==> src/rtl/turret_projectile.sv <==
// Left-turret shell launcher and per-frame flight engine.
// Ports: Clk/Reset, frame_tick, keycode, motion_x/y in; bullet_x/y, bullet_active, ready, shots_fired out.
module turret_projectile #(
  parameter logic [7:0] FIRE_KEY        = 8'h2C,
  parameter logic [9:0] ORIGIN_X        = 10'd100,
  parameter logic [9:0] ORIGIN_Y        = 10'd400,
  parameter logic [9:0] X_MAX           = 10'd639,
  parameter logic [9:0] Y_MAX           = 10'd479,
  parameter logic [1:0] SPEED           = 2'd1,
  parameter logic [3:0] GRAV_DIV        = 4'd4,
  parameter logic [9:0] VY_MAX          = 10'd8,
  parameter logic [5:0] COOLDOWN_FRAMES = 6'd30
) (
  input  logic       Clk,
  input  logic       Reset,
  input  logic       frame_tick,
  input  logic [7:0] keycode,
  input  logic [9:0] motion_x,
  input  logic [9:0] motion_y,
  input  logic       target_hit,
  output logic [9:0] bullet_x,
  output logic [9:0] bullet_y,
  output logic       bullet_active,
  output logic       ready,
  output logic [7:0] shots_fired
);

  typedef enum logic [1:0] {
    S_IDLE,
    S_LAUNCH,
    S_FLIGHT,
    S_COOL
  } state_t;

  state_t state, state_n;

  logic               key_q;
  logic               key_hit;
  logic               fire_edge;
  logic signed [10:0] vx, vy;
  logic        [3:0]  gcnt;
  logic        [5:0]  ccnt;
  logic signed [11:0] spd;
  logic signed [11:0] step_x, step_y;
  logic signed [11:0] nx, ny;
  logic               oob;
  logic               move;

  assign key_hit   = (keycode == FIRE_KEY);
  assign fire_edge = key_hit & ~key_q;

  assign spd    = $signed({10'd0, SPEED});
  assign step_x = $signed({vx[10], vx}) * spd;
  assign step_y = $signed({vy[10], vy}) * spd;
  assign nx     = $signed({2'b00, bullet_x}) + step_x;
  assign ny     = $signed({2'b00, bullet_y}) + step_y;

  // Negative results show up in bit 11; wrap of very large steps also
  // lands negative, so it still terminates the flight.
  assign oob = nx[11] | ny[11]
             | (nx > $signed({2'b00, X_MAX}))
             | (ny > $signed({2'b00, Y_MAX}));

  // Hit outranks the tick, so a hit never moves the shell.
  assign move = (state == S_FLIGHT) & frame_tick & ~target_hit & ~oob;

  always_comb begin
    state_n = state;
    unique case (state)
      S_IDLE:   if (fire_edge) state_n = S_LAUNCH;
      S_LAUNCH: state_n = S_FLIGHT;
      S_FLIGHT: begin
        if (target_hit)            state_n = S_COOL;
        else if (frame_tick && oob) state_n = S_COOL;
      end
      S_COOL:   if (ccnt == 6'd0) state_n = S_IDLE;
      default:  state_n = S_IDLE;
    endcase
  end

  always_ff @(posedge Clk) begin
    if (Reset) begin
      state         <= S_IDLE;
      key_q         <= 1'b0;
      bullet_x      <= ORIGIN_X;
      bullet_y      <= ORIGIN_Y;
      vx            <= '0;
      vy            <= '0;
      gcnt          <= '0;
      ccnt          <= '0;
      shots_fired   <= '0;
      bullet_active <= 1'b0;
      ready         <= 1'b1;
    end else begin
      state         <= state_n;
      key_q         <= key_hit;
      bullet_active <= (state_n == S_FLIGHT);
      ready         <= (state_n == S_IDLE);

      if (state == S_LAUNCH) begin
        bullet_x <= ORIGIN_X;
        bullet_y <= ORIGIN_Y;
        vx       <= {motion_x[9], motion_x};
        vy       <= {motion_y[9], motion_y};
        gcnt     <= '0;
        if (shots_fired != 8'hFF) shots_fired <= shots_fired + 8'd1;
      end

      if (move) begin
        bullet_x <= nx[9:0];
        bullet_y <= ny[9:0];
        if (GRAV_DIV != 4'd0) begin
          if (gcnt == GRAV_DIV - 4'd1) begin
            gcnt <= '0;
            if (vy < $signed({1'b0, VY_MAX})) vy <= vy + 11'sd1;
          end else begin
            gcnt <= gcnt + 4'd1;
          end
        end
      end

      if (state == S_FLIGHT && state_n == S_COOL)
        ccnt <= COOLDOWN_FRAMES;
      else if (state == S_COOL && frame_tick && ccnt != 6'd0)
        ccnt <= ccnt - 6'd1;
    end
  end

endmodule

==> config.mk <==
export PLATFORM = sky130hd
export DESIGN_NAME = turret_projectile
export DESIGN_NICKNAME = d
export VERILOG_FILES = /design/src/rtl/turret_projectile.sv
export SDC_FILE = /design/constraint.sdc
export NUM_CORES = 1
export LEC_CHECK = 0
export BUFFER_PORTS_ARGS = -buffer_cell sky130_fd_sc_hd__buf_2
export CORE_MARGIN = 2
export CORE_UTILIZATION = 52
export DETAILED_ROUTE_END_ITERATION = 16
export PLACE_DENSITY = 0.77
export SYNTH_ARGS = -nofsm -noshare
export SYNTH_HDL_FRONTEND = slang
export SYNTH_SLANG_ARGS = --single-unit
==> constraint.sdc <==
create_clock -name Clk -period 2.9 [get_ports Clk]
set_input_delay 0.29 -clock Clk [delete_from_list [all_inputs] [get_ports Clk]]
set_output_delay 0.29 -clock Clk [all_outputs]
set_load 0.05 [all_outputs]
# Word-level counts from Yosys, hierarchy flattened
# Cells that the tools add are included.
[classes] addsub=6 n_lt_le_gt_ge=3 n_eq_ne=8 n_mux=18 n_bitwise=10 reduce_logical=12
[op_table] op="11-bit two-way mux" n=4
[op_table] op="10-bit two-way mux" n=4
[op_table] op="11-bit by 10-bit adder with 12-bit output" n=1
[op_table] op="11-bit by 11-bit adder with 12-bit output" n=1
[op_table] op="12-bit by 10-bit greater-than comparator with 1-bit output (second input constant)" n=1
[op_table] op="12-bit by 11-bit greater-than comparator with 1-bit output (second input constant)" n=1
[op_table] op="4-bit two-way mux" n=3
[op_table] op="11-bit by 2-bit adder with 11-bit output (second input constant)" n=1
[op_table] op="11-bit by 5-bit less-than comparator with 1-bit output (second input constant)" n=1
[op_table] op="5-bit two-way mux" n=2
[op_table] op="8-bit by 1-bit adder with 8-bit output (second input constant)" n=1
[op_table] op="2-bit equality test (second input constant)" n=4
[op_table] op="8-bit by 6-bit equality test with 1-bit output (second input constant)" n=1
[op_table] op="2-bit two-way mux" n=4
[op_table] op="8-bit != test (second input constant)" n=1
[op_table] op="2-bit one-hot mux with 4 select lines" n=1
[op_table] op="6-bit logical NOT" n=1
[op_table] op="6-bit nonzero test" n=1
[op_table] op="6-bit by 1-bit subtractor with 6-bit output (second input constant)" n=1
[op_table] op="4-bit by 1-bit adder with 4-bit output (second input constant)" n=1
[op_table] op="1-bit AND" n=4
[op_table] op="4-bit by 2-bit equality test with 1-bit output (second input constant)" n=1
[op_table] op="1-bit logical AND" n=4
[op_table] op="2-bit logical NOT" n=2
[op_table] op="6 further kinds" n=11
[word_totals] regBits=64

# Longest topological paths before layout
[logic_depth] depth_word=11 mapped_depth=13

# Worst setup path after synthesis
# No wires, ideal clock.
[synth_path] path_kind="register to register" startpoint="reg bullet_y[0]" endpoint="reg vy[7]" setup_time_ns=0.120 t_arrival_ns=3.104 required_ns=2.780 slack_ns=-0.323 path_stages_with_launch=13 path_buffers=1 cell_sequence="dfxtp_1 > ha_1 > inv_1 > fa_1 > nand2b_1 > a21bo_2 > o21ai_0 > xor2_1 > nand4b_1 > nand3_1 > clkbuf_1 > nor3_1 > a211o_1"
[synth_between] elab_chain_cells=7 word_cells_on_any_way=8
[synth_rtl] element="start: declaration" line_no="22" source="output logic [9:0] bullet_y,"
[synth_rtl] element="start signal: assignment" line_no="111" source="bullet_y <= ny[9:0];"
[synth_rtl] element="11-bit by 11-bit adder with 12-bit output (*)" line_no="56" source="assign ny = $signed({2'b00, bullet_y}) + step_y;"
[synth_rtl] element="branches (longest 2 deep; another with 12-bit by 10-bit greater-than comparator with 1-bit output)"
[synth_rtl] element="1-bit OR (*)" line_no="62" source="| (ny > $signed({2'b00, Y_MAX}));"
[synth_rtl] element="1-bit NOT (*)" line_no="65" source="assign move = (state == S_FLIGHT) & frame_tick & ~target_hit & ~oob;"
[synth_rtl] element="1-bit AND (*)" line_no="65"
[synth_rtl] element="11-bit two-way mux (*)" line_no="109" source="if (move) begin"
[synth_rtl] element="end signal: assignment" line_no="104" source="vy <= {motion_y[9], motion_y};"
[synth_rtl] element="end signal: assignment" line_no="115" source="if (vy < $signed({1'b0, VY_MAX})) vy <= vy + 11'sd1;"
[synth_rtl] element="end: declaration" line_no="40" source="logic signed [10:0] vx, vy;"
# Every way passes the cells marked *.
# A chain may end at the register's enable or synchronous reset.

# Worst setup path after layout
[layout_path] startpoint="reg bullet_x[0]" endpoint="reg gcnt[0]"
[layout_between] elab_chain_cells=7 word_cells_on_any_way=9
[layout_rtl] element="start: declaration" line_no="21" source="output logic [9:0] bullet_x,"
[layout_rtl] element="start signal: assignment" line_no="110" source="bullet_x <= nx[9:0];"
[layout_rtl] element="11-bit by 10-bit adder with 12-bit output (*)" line_no="55" source="assign nx = $signed({2'b00, bullet_x}) + step_x;"
[layout_rtl] element="12-bit by 11-bit greater-than comparator with 1-bit output or 1-bit OR (tied branches)" line_no="61, 60"
[layout_rtl] element="1-bit OR (*)" line_no="61" source="| (nx > $signed({2'b00, X_MAX}))"
[layout_rtl] element="1-bit OR (*)" line_no="62"
[layout_rtl] element="1-bit NOT (*)" line_no="65"
[layout_rtl] element="1-bit AND (*)" line_no="65"
[layout_rtl] element="4-bit two-way mux or 2-bit nonzero test (tied branches)"
[layout_rtl] element="end signal: assignment" line_no="117" source="gcnt <= gcnt + 4'd1;"
[layout_rtl] element="end: declaration" line_no="41" source="logic [3:0] gcnt;"
# Mark *: on every way between the ends. The rest lies on a longest branch, timed or not.

==> summary.md <==
| Metric | Value |
|---|---|
| Clk Latency, worst-skew pair | ~0.36 ns |
| Combinational family with the most area after synthesis | simple AND/OR/NAND/NOR gates |
| Average cell area after synthesis | just under 8 um^2 |
| TritonCTS clock tree | yes |
| Setup Skew | approximately 0.0075 ns |
| Primary flip-flop cell chosen by synthesis mapping | dfxtp_1 |
| Number of buffers inserted by hold repair at cts | 0 |
| Core area | 7810 um^2 |
| Routed length per instance | 16.6 um |
| Port bufs | 61 |
| Final routed wirelength across all metal layers | between 10,000 and 15,000 um |
| Initial core utilization | between 50% and 60% |
| Total power per unit cell area | around 320 nW/um^2 |
| Register bit total from synthesis | 64 |
| Maxcap violations | 0 |
| Total non-filler cell area in the finished layout | between 5000 and 6000 um^2 |
| Number of warning messages in the yosys log | 0 |
| Xor/xnor share of the synthesized area | under 10% |
| Clock transition at the registers of the reported paths | around 0.080 ns |
| Largest driver fanout on the critical path | 11 |
| Master cell of the clock root buffer | clkbuf_8 |
| Final core occ | between 70% and 80% |
| Min-delay worst type | in2reg |
| Total clock sinks | 64 |
| Setup repair after global routing missed its margin | true |
| Yosys cell types | 62 |
| Synthesized net count | around 610 |
| Count of endpoints failing hold in the final timing report | 0 |
| Syn Inst Count | between 500 and 600 |
| Most common cell after layout, fill and taps aside | buf_2 |
| Result of the run | finished clean |
| Via count of the first global-routing pass | approximately 4,200 |
| Category of the critical setup timing path | reg2reg |
| Site row count | 32 |
| Number of enable flip-flop cells after synthesis | 0 |
| Half-perimeter wire length after placement | about 8300 um |
| Initial antenna violation count | 0 |
| Most frequent cells in the layout | 61 x buf_2, 55 x nand2_1, 52 x buf_4 |
| Global-route wire length before repair | approximately 19,000 um |
| Number of buffers inserted during clock tree synthesis | 9 |
| Remaining design rule violation count | 0 |
| Deepest level of the CTS H-tree | 3 |
| Antenna Diode Count | 0 |
| Relative max-transition margin | 34.2% |
| Final layout net count | 709 |
| Die boundary height | 94.2 um |
| Startpoint types | flop |
| Maximum clock insertion buffer count | 2 |
| Leakage power | between 2 and 2.5 nW |
| Maximum number of pins on one net before global-route repair | 36 |
| Complex-gate fraction of the synthesized area | a little under a quarter |
| Count of vias placed by the detailed router | ~4,600 |
| Mapped Area | approximately 4200 um^2 |
| Gr usage total | 27.3% |
| Final worst path period need | between 2 and 3 ns |
| First-pass iteration count of the detailed router | 5 |
| VDD IR max | slightly below 300 uV |
| Weighted congestion at the end of routability-driven global placement | 0.923 |
| Adder-cell share of the synthesized area | under 10% |
| ANT nets after route | 0 |
| Fraction of the yosys area taken by sequential cells | between 30% and 40% |
| Internal reg-to-reg setup slack | 0.006 ns |
| Endpoint kind of the worst setup timing path | flop |
| Req. time, crit path | between 3 and 4 ns |
| Simple-gate share of the synthesized area | 27.2% |
| Placed cell areas | roughly 5000 um^2 |
| I/O pin cnt | 62 |
| Leftover overflow at the end of global routing | 0 |
| Post-synthesis mux area share | less than 1% |
| Highest attainable clock frequency | 346 MHz |
| Data arrival at the endpoint of the critical path | about 3.2 ns |
| Async set or reset register ratio after synthesis | 0% |
| Post-detailed-route via-to-cell ratio | just over 6 |
| Final period util | 99.8% |
| Width of the chip | 94.2 um |
| Worst Tran Pin Value | 0.986 ns |
| Final-report setup violation count | 0 |
| Initial detailed-routing violation count | 296 |
| Layout overhead on the synthesized area | 33.9% |
| Pins Over Slew Limit | 0 |
| Fraction of layout instances using a drive strength above 1 | between 30% and 40% |
| Die outline area | between 8000 and 9000 um^2 |
| Design Power | 1.80 mW |
-- timing repair --
item | 4_1_cts | 5_1_grt
buffers inserted | 5 | 5
endpoints found under the setup margin | 22 | 42
pin swaps | 9 | 20
cloned | 0 | 1
resized for setup | 17 | 56
-- routing by layer --
metal / global-route usage, % / wire [um] / vias up
li1: - / - / 2207
met1: 34.4 / 5330 / 2207
met2: 46.5 / 6140 / 159
met3: 4.09 / 680 / 31
met4: 11.1 / 400 / 0
met5: 0 / 0 / -
-- worst max-delay path: stages (launching register included) --
cell and delay (ns):
dfxtp_4 0.35, ha_4 0.15, inv_2 0.05, fa_2 0.21, nor2b_2 0.05, o211a_1 0.24, buf_4 0.15, o21ai_4 0.15
a21oi_2 0.08, or3_4 0.34, a32o_2 0.28, buf_12 0.15, or4_4 0.47, a21oi_1 0.12
-- sequential cells by signal, summed over array words and instances, names as in the netlist --
register       count
vy                11
bullet_x          10
bullet_y          10
vx                10
shots_fired        8
ccnt               6
gcnt               4
state              2
bullet_active      1
key_q              1
ready              1
-- Yosys cell counts (all sizes together) (13+ instances only) --
library cell / number / share of area [%]
o21ai: 33 / 3.9
nor2: 41 / 3.6
nand3: 20 / 2.4
nand4: 17 / 2.5
dfxtp: 64 / 30
nand2: 56 / 5.0
xnor2: 13 / 2.7
ha: 26 / 7.7
a21oi: 52 / 6.2
clkbuf: 24 / 2.2
and2: 13 / 1.9
and3: 17 / 2.5
inv: 16 / 1.4
-- report_power, final --
group	switching (mW)	total (mW)	internal (mW)
combinational	0.0377	0.0621	0.0244
clock	0.390	0.867	0.477
sequential	0.000525	0.876	0.875
-- per-stage QoR --
stage	hold WS [ns]	setup slack, ns	std cells	setup TNS (ns)
after floorplan	0.374	0.0139	547	0
after global placement	0.449	-0.0480	729	-0.452
after detailed placement	0.455	-0.0882	729	-0.852
after CTS	0.0972	-0.0299	750	-0.0459
after global routing	0.104	-0.123	756	-1.75
final	0.101	0.00580	756	0
-- kinds of logic (layout without fill, tap and decap cells) --
family,after synthesis,after routing
xor+xnor,24,24
buf+inv,48,155
compound gates,157,157
flops,64,64
fa+ha+maj,28,28
mux,2,2
simple gates,224,224
-- area by class of cell --
class                      instances  area (um^2)
tap                              102          128
sequential                        64         1310
clock buffer                      11          163
clock inverter                     5         60.1
inverter                          16         60.1
multi-input combinational        435         3110
fill                             610         2140
timing repair buffer             123          831
-- final timing paths --
kind	start	endpoint	depth (start not counted)
max	bullet_x[0]$_SDFFE_PP0P_	gcnt[0]$_SDFFE_PP0P_	13
min	keycode[6]	key_q$_SDFF_PP0_	2
max reg2reg	bullet_x[0]$_SDFFE_PP0P_	gcnt[0]$_SDFFE_PP0P_	13
min reg2reg	vx[5]$_SDFFE_PP0P_	vx[5]$_SDFFE_PP0P_	2
No activity file was read; power rests on OpenSTA's default activity.
